$ cat config.mk
export PLATFORM = sky130hd
export DESIGN_NAME = prescale_ratio_ctrl
export DESIGN_NICKNAME = d
export VERILOG_FILES = /design/src/rtl/prescale_ratio_ctrl_pkg.sv /design/src/rtl/prescale_ratio_ctrl_lut.sv /design/src/rtl/prescale_ratio_ctrl.sv
export SDC_FILE = /design/constraint.sdc
export NUM_CORES = 1
export LEC_CHECK = 0
export ABC_AREA = 1
export CORE_MARGIN = 2
export CORE_UTILIZATION = 52
export CTS_BUF_LIST = sky130_fd_sc_hd__clkbuf_16
export DETAILED_ROUTE_END_ITERATION = 12
export PLACE_DENSITY = 0.76
export SYNTH_ARGS = -nofsm -noshare
export SYNTH_HDL_FRONTEND = slang
export SYNTH_SLANG_ARGS = --single-unit
$ cat constraint.sdc
create_clock -name CLK -period 1.75 [get_ports CLK]
set_input_delay 0.525 -clock CLK [delete_from_list [all_inputs] [get_ports CLK]]
set_output_delay 0.525 -clock CLK [all_outputs]
set_load 0.02 [all_outputs]
$ cat src/rtl/prescale_ratio_ctrl_pkg.sv
// Shared constants for the UART RX prescale/divide-ratio controller:
// legal prescale codes, their divide ratios, and the controller state encoding.
package prescale_ratio_ctrl_pkg;

  // Legal prescale codes
  localparam int unsigned PRESC_32 = 32;
  localparam int unsigned PRESC_16 = 16;
  localparam int unsigned PRESC_8  = 8;
  localparam int unsigned PRESC_4  = 4;

  // Divide ratios driven to ClkDiv for each code
  localparam int unsigned RATIO_1 = 1;
  localparam int unsigned RATIO_2 = 2;
  localparam int unsigned RATIO_4 = 4;
  localparam int unsigned RATIO_8 = 8;

  typedef enum logic [2:0] {
    StIdle,
    StCheck,
    StWaitTick,
    StApply,
    StSettle
  } state_e;

endpackage

$ cat src/rtl/prescale_ratio_ctrl_lut.sv
// Combinational prescale-code to divide-ratio lookup.
// Ports:
//   prescale  in   requested prescale code
//   valid     out  code is one of 32/16/8/4
//   ratio     out  divide ratio for the code (RATIO_1 when invalid)
module prescale_ratio_lut
  import prescale_ratio_ctrl_pkg::*;
#(
  parameter int unsigned DIV_W   = 8,
  parameter int unsigned PRESC_W = 6
) (
  input  logic [PRESC_W-1:0] prescale,
  output logic               valid,
  output logic [DIV_W-1:0]   ratio
);

  always_comb begin
    valid = 1'b1;
    ratio = DIV_W'(RATIO_1);
    case (prescale)
      PRESC_W'(PRESC_32): ratio = DIV_W'(RATIO_1);
      PRESC_W'(PRESC_16): ratio = DIV_W'(RATIO_2);
      PRESC_W'(PRESC_8):  ratio = DIV_W'(RATIO_4);
      PRESC_W'(PRESC_4):  ratio = DIV_W'(RATIO_8);
      default:            valid = 1'b0;
    endcase
  end

endmodule

$ cat src/rtl/prescale_ratio_ctrl.sv
// Owns the divide ratio driven to the UART RX clock divider. Validates prescale
// change requests, applies them only on a divider period boundary (div_tick),
// gates the divider for the apply cycle and acks after a settle window.
// Ports:
//   CLK, RST      clock, synchronous active-low reset
//   cfg_req       request (sampled only when idle), cfg_prescale requested code
//   cfg_ack       1-cycle pulse: request completed (applied or already current)
//   cfg_err       1-cycle pulse: invalid code or tick timeout
//   cfg_busy      high while a request is in progress
//   div_tick      divider period-boundary strobe
//   div_ratio     ratio to ClkDiv, div_en divider enable
//   cur_prescale  prescale currently applied
module prescale_ratio_ctrl
  import prescale_ratio_ctrl_pkg::*;
#(
  parameter int unsigned DIV_W         = 8,
  parameter int unsigned PRESC_W       = 6,
  parameter int unsigned SETTLE_CYCLES = 4,
  parameter int unsigned TIMEOUT       = 255
) (
  input  logic               CLK,
  input  logic               RST,
  input  logic               cfg_req,
  input  logic [PRESC_W-1:0] cfg_prescale,
  output logic               cfg_ack,
  output logic               cfg_err,
  output logic               cfg_busy,
  input  logic               div_tick,
  output logic [DIV_W-1:0]   div_ratio,
  output logic               div_en,
  output logic [PRESC_W-1:0] cur_prescale
);

  // One counter serves both the tick timeout and the settle window
  localparam int unsigned CntMax = (TIMEOUT > SETTLE_CYCLES) ? TIMEOUT : SETTLE_CYCLES;
  localparam int unsigned CntW   = $clog2(CntMax + 1);

  state_e             state_q, state_d;
  logic [CntW-1:0]    cnt_q, cnt_d;
  logic [PRESC_W-1:0] req_q, req_d;
  logic [PRESC_W-1:0] cur_q, cur_d;
  logic [DIV_W-1:0]   ratio_q, ratio_d;
  logic               en_q, en_d;
  logic               ack_q, ack_d;
  logic               err_q, err_d;
  logic               busy_q, busy_d;

  logic               lut_valid;
  logic [DIV_W-1:0]   lut_ratio;

  prescale_ratio_lut #(
    .DIV_W   (DIV_W),
    .PRESC_W (PRESC_W)
  ) u_lut (
    .prescale (req_q),
    .valid    (lut_valid),
    .ratio    (lut_ratio)
  );

  always_comb begin
    state_d = state_q;
    cnt_d   = cnt_q;
    req_d   = req_q;
    cur_d   = cur_q;
    ratio_d = ratio_q;
    en_d    = 1'b1;
    ack_d   = 1'b0;
    err_d   = 1'b0;
    unique case (state_q)
      StIdle: begin
        if (cfg_req) begin
          req_d   = cfg_prescale;
          state_d = StCheck;
        end
      end
      StCheck: begin
        if (!lut_valid) begin
          err_d   = 1'b1;
          state_d = StIdle;
        end else if (req_q == cur_q) begin
          // Already current: ack without touching the divider
          ack_d   = 1'b1;
          state_d = StIdle;
        end else begin
          cnt_d   = '0;
          state_d = StWaitTick;
        end
      end
      StWaitTick: begin
        if (div_tick) begin
          en_d    = 1'b0;  // divider gated during the apply cycle
          state_d = StApply;
        end else if (cnt_q == CntW'(TIMEOUT - 1)) begin
          err_d   = 1'b1;
          state_d = StIdle;
        end else begin
          cnt_d = cnt_q + CntW'(1);
        end
      end
      StApply: begin
        ratio_d = lut_ratio;
        cur_d   = req_q;
        cnt_d   = '0;
        state_d = StSettle;
      end
      StSettle: begin
        if (cnt_q == CntW'(SETTLE_CYCLES - 1)) begin
          ack_d   = 1'b1;
          state_d = StIdle;
        end else begin
          cnt_d = cnt_q + CntW'(1);
        end
      end
      default: state_d = StIdle;
    endcase
    busy_d = (state_d != StIdle);
  end

  always_ff @(posedge CLK) begin
    if (!RST) begin
      state_q <= StIdle;
      cnt_q   <= '0;
      req_q   <= PRESC_W'(PRESC_32);
      cur_q   <= PRESC_W'(PRESC_32);
      ratio_q <= DIV_W'(RATIO_1);
      en_q    <= 1'b1;
      ack_q   <= 1'b0;
      err_q   <= 1'b0;
      busy_q  <= 1'b0;
    end else begin
      state_q <= state_d;
      cnt_q   <= cnt_d;
      req_q   <= req_d;
      cur_q   <= cur_d;
      ratio_q <= ratio_d;
      en_q    <= en_d;
      ack_q   <= ack_d;
      err_q   <= err_d;
      busy_q  <= busy_d;
    end
  end

  assign cfg_ack      = ack_q;
  assign cfg_err      = err_q;
  assign cfg_busy     = busy_q;
  assign div_ratio    = ratio_q;
  assign div_en       = en_q;
  assign cur_prescale = cur_q;

endmodule

Yosys cells after proc, flatten, opt, wreduce, memory -nomap -nowiden
Cells that the tools add are included.

word-level totals
  flip-flop bits (word level) = 35
  bits of input ports = 10
  output and inout port bits = 18
  word-level logic and storage cells = 57

cells by class
  add/subtract/negate cells = 1
  equal/unequal tests = 16
  mux-type cells = 24
  reductions and logical operators = 7

operators with widths
  kind                   number
  $mux W8                5
  $pmux W8 S4            1
  $pmux W3 S5            1
  $mux W3                4
  $pmux W4 S3            1
  $ne A2 B2 Y1 const B   5
  $add A8 B1 Y8 const B  1
  $eq A8 B2 Y1 const B   1
  $eq A8 B8 Y1 const B   1
  $mux W1                8
  $eq A3 B2 Y1 const B   2
  $eq A6 B3 Y1 const B   1
  $eq A6 B4 Y1 const B   1
  $eq A6 B5 Y1 const B   1
  $eq A6 B6 Y1           1
  $eq A6 B6 Y1 const B   1
  $reduce_and A6 Y1      1
  $mux W2                2
  $pmux W1 S2            2
  $reduce_and A2 Y1      2
  $reduce_bool A4 Y1     1
  $reduce_or A4 Y1       1
  $eq A3 B1 Y1 const B   1
  $eq A3 B3 Y1 const B   1
  2 further kinds        2

Depth between registers and ports, before layout
Gate-level depths: netlist of the first run.

  depth after elaboration = 6
  mapped depth = 11
  gate-level depth less buffers = 11

Cells and area by module
From an unflattened synthesis of the first run, not the netlist that was laid out.

second synthesis, totals
  cells, all modules = 265
  area total of the unflattened synthesis = 1830.5 sq um

modules (own cells, without submodules)
  module               instances  cells each  area an instance (sq um)  seq. area each (sq um)
  prescale_ratio_ctrl  1          235         1690.4                    700.7
  prescale_ratio_lut   1          30          140.1                     0.0

Worst setup path before layout of the first run
Ideal clock, no wire load.

  path type = reg-to-reg
  start = reg cnt_q[0]
  end = reg cnt_q[0]
  setup time = 0.132 ns
  data arrival time = 1.271 ns
  required time = 1.618 ns
  slack = 0.347 ns
  cell stages (with the launch flop) = 11
  buffers on the path = 0
  period minus slack after synthesis = 1.403 ns
  cells stage by stage = dfxtp_1 > inv_1 > ha_1 > nand2_1 > nor2_1 > nand3_1 > nand2_2 > nor2_8 > nand3_4 > nand2_1 > a21oi_1

between the ends
  longest elaborated chain between the ends = 4
  elaborated cells on any way between the ends = 10
  classes of those cells = add/sub (1); eq/ne (4); mux (4); reduce/logical (1)

RTL lines
  what                    RTL line                                               RTL
  start, declared         prescale_ratio_ctrl.sv:39                              logic [CntW-1:0] cnt_q, cnt_d;
  start signal, assigned  prescale_ratio_ctrl.sv:132                             cnt_q <= cnt_d;
  $add A8 B1 Y8           prescale_ratio_ctrl.sv:97, prescale_ratio_ctrl.sv:111
  $mux W8                 prescale_ratio_ctrl.sv:93                              end else if (cnt_q == CntW'(TIMEOUT - 1)) begin
  $mux W8                 prescale_ratio_ctrl.sv:90                              if (div_tick) begin
  $pmux W8 S4             prescale_ratio_ctrl.sv:69                              unique case (state_q)

Several ways; a longest one is shown, not always the timed one. The select of a mux whose other input is x is not followed.
A chain may end at the register's enable or synchronous reset.

Final worst setup path of the first run
  start = reg ack_q, in the netlist cfg_ack
  end = out cfg_ack

RTL lines
  what                    RTL line                    RTL
  start, declared         prescale_ratio_ctrl.sv:44   logic ack_q, ack_d;
  start signal, assigned  prescale_ratio_ctrl.sv:137  ack_q <= ack_d;
  end, declared           prescale_ratio_ctrl.sv:25   output logic cfg_ack,

No word-level cell between the ends.

==> key figures, run 1 <==
Die
  – Die extent in x: 60.49 um
  – Initial Util: 0.5434
  – Core ar.: approximately 3100 um2
  – Die extent in y: 60.49 um
  – Die ar.: 3658 um2
  – IO Pins: 28
  – Rows: 20

Synth
  – Cells after Synth: 238
  – Main synth FF type: dfxtp_1
  – Yosys reg bits: 31
  – Distinct cells, synth: 30
  – Area contributors post-synth: dfxtp_1, nand2_1, nor2_1
  – Yosys top cell by area: dfxtp_1
  – Register area share after synthesis: 0.3741
  – Post-synth ARST share: 0
  – Yosys warns: 0
  – Post-synth EDFFs: 0
  – Mean Syn Cell Area: roughly 7.0 um2
  – Area share of the largest cell type after synthesis: 0.3741
  – Syn Std Cell Area: approximately 1700 um2

Route
  – Final wirelength: around 3700 um
  – Wire per inst: 11.70 um
  – Router iterations before antenna repair: 4
  – Antenna-violating nets left: 0
  – 1st-iter DRT viols: 71
  – DRC: 0
  – DR vias/cell: 5.000
  – Vias: 1580

GRT
  – Initial antenna violation count: 0
  – First-pass GRT wire length: 6230 um
  – Vias in the first global route: around 1500
  – Largest net degree at the start of global routing: 16
  – Overall routing resource usage: 0.2333
  – Gr ovfl total: 0

Worst setup path
  – Max FO, Critical Path: 1
  – CP Data Required Time: roughly 1.2 ns
  – Cell Chain, Critical Path: clkdlybuf4s50_1
  – CP arrival: between 1 and 1.5 ns
  – Max incr delay on CP: around 0.59 ns
  – R2R Setup Slk: 0.15 ns
  – Crit path kind: flop to output pin
  – Delay-heaviest family, CP: buffers and inverters
  – Cell count along the critical path: 1
  – Crit path launch type: flop
  – Worst path bufs/invs: 1
  – Setup crit end kind: output pin
  – Reg2reg start: cnt_q[0]$_SDFFE_PN0P_
  – RR Endpoint: cnt_q[4]$_SDFFE_PN0P_
  – CP max stage cell: clkdlybuf4s50_1
  – Reg2reg path depth: 9

Clocking
  – Reg clk slew, reported paths: 0.05 ns
  – CTS Hold Buffers Added: 0
  – CTS Buffer Depth: 2
  – Latest clock arrival within the worst-skew pair: approximately 0.27 ns
  – H-tree levels: 2
  – CTS tree: yes
  – Post-CTS setup buffers: 0
  – CTS Sinks: 31
  – CTS root buf: clkbuf_16
  – Total CTS buffers: 5

Timing
  – Hold Fails Final Rpt: 0
  – Max Clock Skew: 0.005475 ns
  – Pins Over Slew Limit: 0
  – Peak Freq: 590.0 MHz
  – Final WS setup: 0.05513 ns
  – Period Utilization, post-route: 0.9685
  – Fin crit period: 1.695 ns
  – Setup TNS: 0 ns
  – Hold_ws: approximately 0.48 ns
  – Number of setup violations in the final report: 0
  – RSZ-0062 raised after global routing: no

Final layout
  – Layout area overhead: 27.45%
  – Final Util: 0.6926
  – Fill cells: 290
  – Layout cells sized above 1: 0.1250
  – Final layout net count: 284
  – Ant diodes: 0
  – Layout Cells excl Fill: 316

Place
  – HPWL after DPL: 2675 um
  – DP Worst Slack: -0.04176 ns
  – Inst Count DP: 309
  – Port bufs: 23
  – Routability congestion estimate from global placement: 0.8260

Pwr
  – Leakage: about 0.96 nW
  – Max VDD drop: 0.0007312 V
  – Power Dens Cells: 869.6 nW/um2

Status
  – Status: finished, final reports clean

Hold path
  – WHS Endpoint: div_ratio[0]$_SDFFE_PN1N_
  – HP Start: div_ratio[0]$_SDFFE_PN1N_
  – Hold path depth: 2
  – Hold Crit Class: flop to flop

Flow run
  – Max Cap Viol: 0
-- cell usage after synthesis, types with 4 or more instances --
master,instances
inv_1,23
o21ai_0,12
nand2_1,49
dfxtp_1,31
nor2_1,35
a21oi_1,21
nand3_1,16
buf_4,4
nand2_2,6
nand4_1,9
-- layout make-up --
type,count,area (um2),area share
clock buffer,5,125.1,0.05917
clock inverter,2,8.758,0.004142
inverter,26,97.59,0.04615
multi-input combinational,177,912.1,0.4314
sequential,31,620.6,0.2935
tap,44,55.05,0.02604
timing repair buffer,31,295.3,0.1396
-- cells by family after synthesis --
| kind of cell | count (synthesis) | share of synthesized area |
|---|---|---|
| AO/OA/AOI/OAI | 37 | 0.1176 |
| adder cells (fa/ha/maj) | 2 | 0.01508 |
| other | 1 | 0.002260 |
| buffers and inverters | 33 | 0.08446 |
| AND/OR/NAND/NOR | 130 | 0.3854 |
| flip-flops | 31 | 0.3741 |
| XOR/XNOR | 4 | 0.02112 |
-- how the worst max path moves through the flow --
stage	startpoint	endpoint	slack, ns
final	cfg_ack$_SDFF_PN0_	cfg_ack	0.06
after global routing	cnt_q[0]$_SDFFE_PN0P_	cnt_q[1]$_SDFFE_PN0P_	0.01
after CTS	div_ratio[0]$_SDFFE_PN1N_	div_ratio[0]	0.005
after detailed placement	div_tick	cnt_q[4]$_SDFFE_PN0P_	-0.04
after global placement	div_tick	cnt_q[3]$_SDFFE_PN0P_	-0.02
after floorplan	cnt_q[0]$_SDFFE_PN0P_	cnt_q[0]$_SDFFE_PN0P_	0.35
-- where the power goes --
group / total, W / switching (W) / internal [W]
registers: 0.000765 / 0.0000281 / 0.000737
clock network: 0.000785 / 0.000276 / 0.000508
logic: 0.000289 / 0.000180 / 0.000109
-- sequential cells by signal, indices dropped and copies added (netlist names), 3 cells and up --
name / count
cnt_q: 8
cur_prescale: 6
req_q: 6
div_ratio: 4
state_q: 3
-- metrics by stage --
stage | cell area (um2) | total power [W]
2_1_floorplan | 1670 | 0.0009767
3_3_place_gp | 1973 | 0.001062
3_5_place_dp | 1973 | 0.001065
4_1_cts | 2100 | 0.001859
5_1_grt | 2115 | 0.001929
6_report | 2115 | 0.001839
-- routing by layer --
layer | GRT usage | routed length, um
met1 | 0.3113 | 1800
met2 | 0.3602 | 1636
met3 | 0.05544 | 220
met4 | 0.1056 | 38
met5 | 0 | 0
-- cell usage in the layout (no fill, tap or decap), types with 2 or more instances in the layout --
master           Yosys  routed
clkinv_1             1       2
nand2_2              6       6
or2_2                3       3
inv_1               23      23
xor2_1               3       3
o211ai_1             3       3
nand4_1              9       9
clkdlybuf4s50_1      0      12
buf_4                4       8
o21ai_0             12      12
dfxtp_1             31      31
clkbuf_16            0       5
inv_2                2       2
dlymetal6s2s_1       0       5
nand3b_1             2       2
a21oi_1             21      21
nor2_1              35      35
nand2_1             49      49
dlygate4sd2_1        0       6
conb_1               1       4
nor2_2               3       3
nand3_1             16      16
-- what timing repair did --
action	in CTS	in global routing
gates resized for setup	6	6
setup endpoints to repair	6	13
cloned	0	0
hold endpoints to repair	0	0
(Power assumes the default switching activity.)
==> run 2, diff against run 1 <==
--- a/config.mk
+++ b/config.mk
@@ -11,6 +11,7 @@
 export CTS_BUF_LIST = sky130_fd_sc_hd__clkbuf_16
 export DETAILED_ROUTE_END_ITERATION = 12
 export PLACE_DENSITY = 0.76
+export SLEW_MARGIN = 20
 export SYNTH_ARGS = -nofsm -noshare
 export SYNTH_HDL_FRONTEND = slang
 export SYNTH_SLANG_ARGS = --single-unit
==> results of run 2 <==
Final layout, timing and power as in run 1 (identical DEF).
